`config.mk`:
```
export PLATFORM = sky130hd
export DESIGN_NAME = mem_stage
export DESIGN_NICKNAME = d
export VERILOG_FILES = /design/src/rtl/pipe_pkg.sv /design/src/rtl/mem_wb.sv /design/src/rtl/mem_stage.sv
export SDC_FILE = /design/constraint.sdc
export NUM_CORES = 1
export LEC_CHECK = 0
export CORE_UTILIZATION = 35
export CTS_BUF_LIST = sky130_fd_sc_hd__clkbuf_4
export DETAILED_ROUTE_END_ITERATION = 6
export GPL_TIMING_DRIVEN = 0
export PLACE_DENSITY = 0.75
export SYNTH_ARGS = -nofsm -noshare
export SYNTH_HDL_FRONTEND = slang
export SYNTH_SLANG_ARGS = --single-unit
```
`constraint.sdc`:
```
create_clock -name clk -period 5.5 [get_ports clk]
set_input_delay 0.825 -clock clk [delete_from_list [all_inputs] [get_ports clk]]
set_output_delay 0.825 -clock clk [all_outputs]
set_load 0.02 [all_outputs]
```
`src/rtl/pipe_pkg.sv`:
```
// Shared pipeline definitions: widths, writeback control bits, MEM FSM state.
// Imported by the MEM stage and its MEM/WB register.
package pipe_pkg;
  localparam int WB_CTL_W    = 2;
  localparam int M_CTL_W     = 3;
  localparam int REG_W       = 5;
  localparam int DATA_W      = 32;
  localparam int WB_REGWRITE = 1;
  localparam int WB_MEMTOREG = 0;

  typedef enum logic {
    IDLE   = 1'b0,
    ACCESS = 1'b1
  } mem_state_t;
endpackage

```
`src/rtl/mem_wb.sv`:
```
// MEM/WB pipeline register. i_load captures all fields; i_bubble clears ctl.
// Ports: clk, rst, i_load, i_bubble, i_* fields in, o_* fields out.
module mem_wb #(
  parameter int DATA_W = 32,
  parameter int REG_W  = 5
) (
  input  logic                         clk,
  input  logic                         rst,
  input  logic                         i_load,
  input  logic                         i_bubble,
  input  logic [pipe_pkg::WB_CTL_W-1:0] i_wb_ctl,
  input  logic [DATA_W-1:0]            i_rdata,
  input  logic [DATA_W-1:0]            i_alu,
  input  logic [REG_W-1:0]             i_dest,
  output logic [pipe_pkg::WB_CTL_W-1:0] o_wb_ctl,
  output logic [DATA_W-1:0]            o_rdata,
  output logic [DATA_W-1:0]            o_alu,
  output logic [REG_W-1:0]             o_dest
);
  import pipe_pkg::*;

  always_ff @(posedge clk or posedge rst) begin
    if (rst) begin
      o_wb_ctl <= '0;
      o_rdata  <= '0;
      o_alu    <= '0;
      o_dest   <= '0;
    end else if (i_load) begin
      o_wb_ctl <= i_wb_ctl;
      o_rdata  <= i_rdata;
      o_alu    <= i_alu;
      o_dest   <= i_dest;
    end else if (i_bubble) begin
      // stalled edge: keep data, kill the writeback
      o_wb_ctl <= '0;
    end
  end
endmodule

```
`src/rtl/mem_stage.sv`:
```
// MEM stage: branch resolve, multi-cycle dmem req/ack with timeout, MEM/WB.
// Ports: EX/MEM fields in; pcsrc/target/stall out; dmem_*; MEM/WB out; mem_err.
module mem_stage #(
  parameter int DATA_W   = 32,
  parameter int REG_W    = 5,
  parameter int MAX_WAIT = 15
) (
  input  logic              clk,
  input  logic              rst,
  input  logic [1:0]        wb_ctl,
  input  logic              branch,
  input  logic              memread,
  input  logic              memwrite,
  input  logic [DATA_W-1:0] ex_mem_npc,
  input  logic              zero,
  input  logic [DATA_W-1:0] alu_result,
  input  logic [DATA_W-1:0] rdata2,
  input  logic [REG_W-1:0]  dest_reg,
  output logic              pcsrc,
  output logic [DATA_W-1:0] branch_target,
  output logic              mem_stall,
  output logic              dmem_req,
  output logic              dmem_we,
  output logic [DATA_W-1:0] dmem_addr,
  output logic [DATA_W-1:0] dmem_wdata,
  input  logic              dmem_ack,
  input  logic [DATA_W-1:0] dmem_rdata,
  output logic [1:0]        mem_wb_ctl,
  output logic [DATA_W-1:0] read_data,
  output logic [DATA_W-1:0] mem_alu_result,
  output logic [REG_W-1:0]  mem_write_reg,
  output logic              mem_err
);
  import pipe_pkg::*;

  localparam int CNT_W = $clog2(MAX_WAIT + 1);

  mem_state_t        r_state;
  mem_state_t        w_next;
  logic [CNT_W-1:0]  r_wait;
  logic              r_we;
  logic [DATA_W-1:0] r_addr;
  logic [DATA_W-1:0] r_wdata;
  logic              r_err;

  logic              w_memop;
  logic              w_idle;
  logic              w_acc;
  logic              w_start;
  logic              w_done;
  logic              w_timeout;
  logic              w_load;
  logic [1:0]        w_wb_ctl;
  logic [DATA_W-1:0] w_rdata;
  logic [DATA_W-1:0] w_alu;
  logic [REG_W-1:0]  w_dest;

  assign pcsrc         = branch & zero;
  assign branch_target = ex_mem_npc;

  assign w_memop   = memread | memwrite;
  assign w_idle    = (r_state == IDLE);
  assign w_acc     = (r_state == ACCESS);
  assign w_start   = w_idle & w_memop;
  assign w_done    = w_acc & dmem_ack;
  // ack on the final wait cycle wins over the abort
  assign w_timeout = w_acc & ~dmem_ack
                   & (r_wait == CNT_W'(MAX_WAIT));

  always_ff @(posedge clk or posedge rst) begin
    if (rst) r_state <= IDLE;
    else     r_state <= w_next;
  end

  always_comb begin
    w_next = r_state;
    unique case (r_state)
      IDLE:   if (w_memop) w_next = ACCESS;
      ACCESS: if (dmem_ack | w_timeout) w_next = IDLE;
      default: w_next = IDLE;
    endcase
  end

  always_comb begin
    dmem_req  = w_acc;
    mem_stall = w_start | (w_acc & ~dmem_ack & ~w_timeout);
  end

  always_ff @(posedge clk or posedge rst) begin
    if (rst) begin
      r_wait  <= '0;
      r_we    <= 1'b0;
      r_addr  <= '0;
      r_wdata <= '0;
    end else if (w_start) begin
      r_wait  <= '0;
      r_we    <= memwrite;
      r_addr  <= alu_result;
      r_wdata <= rdata2;
    end else if (w_acc & ~dmem_ack & ~w_timeout) begin
      r_wait  <= r_wait + CNT_W'(1);
    end
  end

  always_ff @(posedge clk or posedge rst) begin
    if (rst)            r_err <= 1'b0;
    else if (w_timeout) r_err <= 1'b1;
  end

  assign dmem_we    = r_we;
  assign dmem_addr  = r_addr;
  assign dmem_wdata = r_wdata;
  assign mem_err    = r_err;

  // an aborted access retires as an all-zero bubble
  assign w_load   = (w_idle & ~w_memop) | w_done | w_timeout;
  assign w_wb_ctl = w_timeout ? 2'b00 : wb_ctl;
  assign w_alu    = w_timeout ? '0 : alu_result;
  assign w_dest   = w_timeout ? '0 : dest_reg;
  assign w_rdata  = (w_done & ~r_we) ? dmem_rdata : '0;

  mem_wb #(
    .DATA_W (DATA_W),
    .REG_W  (REG_W)
  ) u_mem_wb (
    .clk      (clk),
    .rst      (rst),
    .i_load   (w_load),
    .i_bubble (mem_stall),
    .i_wb_ctl (w_wb_ctl),
    .i_rdata  (w_rdata),
    .i_alu    (w_alu),
    .i_dest   (w_dest),
    .o_wb_ctl (mem_wb_ctl),
    .o_rdata  (read_data),
    .o_alu    (mem_alu_result),
    .o_dest   (mem_write_reg)
  );
endmodule
```
==> results.yml <==
outcome:
  status: "completed"
synth:
  syn_inst: 359
  ys_warn_count: 0
  yosys.area_share.simple_pct: 1.44
  syn_nets: 502
  syn_area_um2: 5490
  synth.distinct_cells: 23
  synth-xor-area-share_pct: 0
  yosysTopAreaCell: "dfrtp_1"
  ys_ff_latch: 142
  ys_seq_area_share_pct: 64.7
  post_synth.cell_area_avg_um2: 15.3
  synth_top_area_share_pct: 64.7
  synth_fa_ha_area_share_pct: 0.228
  synth.area.mux_share_pct: 13.9
  synth_top_family_by_area: "multiplexers"
  synth_compound_area_share_pct: 12.1
  synthTopCellsByArea: "dfrtp_1, mux2_1, a22o_1"
cts:
  cts-buffers-inserted: 17
  hold_buffers: 0
  clockBufferDepth: 2
  cts_tree: "built"
  clk-insertion-delay-late_ns: 0.52
  clock-sinks: 142
  cts_root_buffer: "clkbuf_4"
  htree_levels: 4
  ctsResizeCount: 0
  cts_setup_buffers: 0
  clkTransAtPathRegs_ns: 0.12
global_route:
  grt_max_degree: 82
  grt.overflow.total: 0
  grt_pass1_wl_um: 23700
  grt_use_total_pct: 19.2
  grt_pass1_vias: 4328
  antenna_found_initial: 0
final_layout:
  final_nets: 803
  final_cell_mix: "clkdlybuf4s50_1, dfrtp_1, a22o_1, mux2_1, buf_4"
  utilization_pct: 58.4
  area_growth_pct: 62.1
  diodes: 0
  nFillCells: 1261
  final_cells: 883
  drive_above_1_share_pct: 11.9
  mostFrequentLayoutCell: "clkdlybuf4s50_1"
floorplanning:
  die_w_um: 127
  start_util_pct: 36.0
  rows: 45
  dieHeight_um: 127
  ioPinCount: 314
  coreArea_um2: 15300
  design.die.area_um2: 16200
critical_path:
  end_kind: "output pin"
  crit_arrival_ns: 2.75
  max_stage_delay_ns: 0.61
  worst-setup-path-type: "in2out"
  critPathRequiredTime_ns: 4.68
  crit_path_start_kind: "primary input"
  rr_startpoint: "dmem_req$_DFF_PP0_"
  path_buf_inv: 3
  slowest_stage: "clkdlybuf4s50_1"
  reg2reg_to: "u_mem_wb.o_rdata[3]$_DFFE_PP0P_"
  crit_top_cell: "clkdlybuf4s50_1"
  cp_cell_sequence: "clkdlybuf4s50_1 > nand2b_1 > o21ai_4 > buf_6 > clkdlybuf4s50_1"
  regToRegSetupSlack_ns: 3.67
  crit_family: "buffers and inverters"
  r2r_cells: 4
  cp_max_fo: 10
power_and_ir_drop:
  p_int_uw: 2590
  power_density_nw_per_um2: 444
  total_power_uw: 3960
  ir_drop_mv: 0.223
  swShare_pct: 34.7
  pwr-share-seq_pct: 38.7
  clkPwrFrac_pct: 18.0
  combPwrFrac_pct: 43.4
  power_switching_uw: 1370
  p_leak_uw: 0.00389
detailed_routing:
  wl_per_cell_um: 17.2
  routed_via_density: 4.69
  antenna_left: 0
  first_iter_violations: 124
  remaining_drc_errors: 0
  vias: 4145
  drt_pass1_iterations: 4
  wl_um: 15200
flow_run:
  maxCapViolations: 0
timing:
  fin_skew_ns: 0.0133
  fin_crit_sh_pct: 65.0
  relSlewSlack_pct: 52.2
  clock.fmax_mhz: 280
  period_needed_ns: 3.57
  tightest_slew_ns: 0.714
  drv_slew: 0
  setup_viol: 0
  hold_viol_final: 0
  rsz0062_at_grt: "no"
min_path:
  hold_path_class: "reg2reg"
  whs_path_depth: 1
  worstHoldEndpoint: "mem_err$_DFFE_PP0P_"
  holdCritStartpoint: "mem_err$_DFFE_PP0P_"
placed_design:
  dp_hpwl_um: 11400
  dp_cells: 852
  port_buffers: 281
  place_congestion: 0.776
## cell families (layout without fill, tap and decap cells)
group | Yosys count | count (layout)
buffers and inverters | 57 | 370
adders and majority gates | 1 | 1
and+or+nand+nor | 15 | 15
muxes | 68 | 68
DFF | 142 | 142
AOI/OAI and AO/OA | 76 | 76
## flip-flops by register name, summed over array words and instances (netlist names)
signal             count
u_mem_wb.o_rdata      32
u_mem_wb.o_alu        32
dmem_addr             32
dmem_wdata            32
mem_err                1
u_mem_wb.o_dest        5
u_mem_wb.o_wb_ctl      2
r_wait                 4
dmem_req               1
dmem_we                1
## cells in the mapped netlist
master    number
dfrtp_1      142
a22o_1        69
mux2_1        65
buf_4         41
buf_6          7
clkbuf_1       5
nand2_1        4
and2_1         3
inv_1          3
mux2i_1        3
and3_1         2
nand4_1        2
nor2_1         2
o21ai_1        2
a21o_1         1
a41o_1         1
buf_2          1
ha_1           1
nand2b_1       1
nor2b_1        1
o21ai_4        1
o21bai_1       1
o31ai_1        1
## power by group through the flow
stage	Sequential [uW]	Combinational, uW	Clock (uW)
after detailed placement	1550	1730	0
final	1530	1720	711
after global routing	1570	1810	780
after global placement	1530	1700	0
after CTS	1530	1740	740
after floorplan	1910	462	0
## worst register-to-register path: stages, from the launching register on
cell and delay, ns:
dfrtp_1 0.45, nand2_1 0.10, nor2_1 0.56, clkbuf_1 0.45, a22o_1 0.22
## worst max-delay path by stage
stage / startpoint / endpoint / depth (start not counted)
3_3_place_gp: rst / u_mem_wb.o_alu[14]$_DFFE_PP0P_ / 2
3_5_place_dp: dmem_ack / mem_stall / 5
5_1_grt: r_wait[0]$_DFFE_PP0P_ / mem_stall / 5
6_report: dmem_ack / mem_stall / 5
2_1_floorplan: rst / dmem_addr[0]$_DFFE_PP0P_ / 1
4_1_cts: r_wait[0]$_DFFE_PP0P_ / mem_stall / 5
## metal layers
metal / global-route usage, % / part of all wire (%) / up-vias
li1: - / - / 1876
met1: 22.8 / 40 / 2067
met2: 32.4 / 51 / 192
met3: 7.29 / 8.1 / 10
met4: 5.53 / 0.82 / 0
met5: 0 / 0 / -
## per-stage QoR
step	hold WS, ns	cell area [um2]	setup WS, ns	setup TNS, ns
3_3_place_gp	0.459	8570	-0.833	-116.98
5_1_grt	0.523	8900	1.80	0
3_5_place_dp	0.461	8600	1.91	0
2_1_floorplan	0.477	5490	0.865	0
6_report	0.490	8900	1.93	0
4_1_cts	0.494	8900	1.90	0
## cell type report
class	instances	area (um2)	share of cell area [%]
buffer	54	410	4.61
multi-input combinational	160	1520	17.0
clock buffer	17	128	1.43
tap	211	264	2.97
clock inverter	14	175	1.97
inverter	3	16.3	0.183
sequential	142	3550	39.9
timing repair buffer	282	2840	31.9
Power figures use the tool's default switching activity.
==> RTL edit, RTL diff (config.mk and constraints unchanged) <==
`REG_W` is set to 5 in 3 places; all go to 10.
--- a/src/rtl/pipe_pkg.sv
+++ b/src/rtl/pipe_pkg.sv
@@ -4,5 +4,5 @@
   localparam int WB_CTL_W    = 2;
   localparam int M_CTL_W     = 3;
-  localparam int REG_W       = 5;
+  localparam int REG_W       = 10;
   localparam int DATA_W      = 32;
   localparam int WB_REGWRITE = 1;
--- a/src/rtl/mem_wb.sv
+++ b/src/rtl/mem_wb.sv
@@ -3,5 +3,5 @@
 module mem_wb #(
   parameter int DATA_W = 32,
-  parameter int REG_W  = 5
+  parameter int REG_W  = 10
 ) (
   input  logic                         clk,
--- a/src/rtl/mem_stage.sv
+++ b/src/rtl/mem_stage.sv
@@ -3,5 +3,5 @@
 module mem_stage #(
   parameter int DATA_W   = 32,
-  parameter int REG_W    = 5,
+  parameter int REG_W    = 10,
   parameter int MAX_WAIT = 15
 ) (
Interface: changed (resized dest_reg and mem_write_reg); port bits go from 314 to 324. The function was not compared with the original's and may differ.
==> RTL edit against the original RTL <==
Combinational power grew 4%; clock power decreased by 9.0%; power increased by 1.7%; synthesized area increased by 2.1%; setup slack better by 0.088 ns; wire length grew 6.2%; final area rose by 1.9%; sequential cell count grew 5.
==> RTL edit: results (changes against the original RTL) <==
clocking:
  numCtsBuffers: 17  # unchanged
  cts_root_buf: "clkbuf_4"  # unchanged
  cts_setup_buffers: 0  # unchanged
  clockBufferDepth: 2  # unchanged
  clkTransAtPathRegs_ns: 0.11
  holdBufCountCts: 0  # unchanged
  htree_levels: 4  # unchanged
synthesis:
  synthXorXnorAreaFrac_pct: 0  # unchanged
  yosys-top-cells-count: "147 x dfrtp_1, 74 x a22o_1, 65 x mux2_2"  # was 142 x dfrtp_1, 69 x a22o_1, 65 x mux2_1
  syn_nets: 518  # was 502
  netlist.area_leader.share_pct: 65.6  # was 64.7%
  synth.top_cells.by_area: "dfrtp_1 66%, mux2_2 13%, a22o_1 12%"  # was dfrtp_1 65%, mux2_1 13%, a22o_1 11%
  synthMuxAreaShare_pct: 13.6  # was 13.9%
  ys_types: 24  # was 23
  async_reset_ff_share_pct: 100  # unchanged
  synth_flop_cell: "dfrtp_1"  # unchanged
  ys_warn_count: 0  # unchanged
  postSynthAreaPerCell_um2: 15.1  # was 15.3 um^2
  ys_seq_area_share_pct: 65.6  # was 64.7%
  syn_area_um2: 5600  # was 5490 um^2
  synth_compound_area_share_pct: 12.6  # was 12.1%
  synthAdderAreaFrac_pct: 0.223  # was 0.228%
layout:
  clkCellAreaFrac_pct: 2.84  # was 3.40%
  seq_cell_count: 147  # was 142
  buffers: 347  # was 336
  final_nets: 829  # was 803
  seq_share_pct: 40.6  # was 39.9%
  stdcell_area_um2: 9070  # was 8900 um^2
  nClkBuffers: 23  # was 17
  fillers: 1260  # was 1,261
  multi_input_area_um2: 1560  # was 1520 um^2
  final-nonclk-buf-share_pct: 36.3  # was 36.5%
  drive_gt1_share_pct: 21.4  # was 11.9%
  multi_input_gates: 165  # was 160
  inverters_excl_clock: 3  # unchanged
  instances_no_fill: 903  # was 883
  antennaDiodeCount: 0  # unchanged
pwr:
  peakVddDrop_mv: 0.263  # was 0.223 mV
  p_int_mw: 2.62  # was 2.59 mW
  p_leak_nw: 3.98  # was 3.89 nW
grt:
  grt_pass1_wl_um: 24700  # was 23,700 um
  grt_start_max_net_pins: 85  # was 82
  grt_usage_pct: 19.9  # was 19.2%
  first_global_vias: 4593  # was 4,328
  antenna_found_initial: 0  # unchanged
placement:
  gp_congestion: 0.813  # was 0.776
  dp.cells: 873  # was 852
  dp_slack_ns: 1.99  # was 1.91 ns
  port_buffers: 291  # was 281
  place_area_um2: 8810  # was 8600 um^2
  place_hpwl_um: 12300  # was 11,400 um
routing:
  vias_per_cell: 4.79  # was 4.69
  drt_iter0_drc: 139  # was 124
  wl_per_cell_um: 17.9  # was 17.2 um
run_status:
  outcome: "completed"  # unchanged
sta:
  worstMarginPinSlew_ns: 0.801  # was 0.714 ns
  skew_ns: 0.0144  # was 0.0133 ns
critical_path:
  critPathMaxStageDelay_ns: 0.65  # was 0.61 ns
  crit_path_top_delay_cell: "clkdlybuf4s50_1"  # unchanged
RTL edit: power groups by stage:
stage	registers, mW	clock network (mW)	logic (mW)
2_1_floorplan	1.98	0	0.493
3_3_place_gp	1.59	0	1.78
3_5_place_dp	1.61	0	1.80
4_1_cts	1.59	0.674	1.81
5_1_grt	1.63	0.721	1.88
6_report	1.59	0.647	1.79
RTL edit: path summary, 6_finish.rpt:
path                            startpoint                   end  slack (ns)  cells past startpoint
max in group asynchronous              rst              dmem_req        3.96                      3
worst max register to register   r_wait[0]    u_mem_wb.o_alu[20]        3.58                      5
worst min-delay path               mem_err               mem_err        0.48                      1
min in group asynchronous              rst  u_mem_wb.o_rdata[10]        0.72                      2
worst max-delay path              memwrite             mem_stall        2.01                      6
worst min register to register     mem_err               mem_err        0.48                      1
RTL edit: per-layer routing:
metal  GRT usage (%)  vias up  part of all wire (%)
li1                -     1945                     -
met1            22.2     2174                    38
met2            35.6      188                    53
met3            7.03       14                   7.8
met4            6.09        0                   1.2
met5               0        -                     0
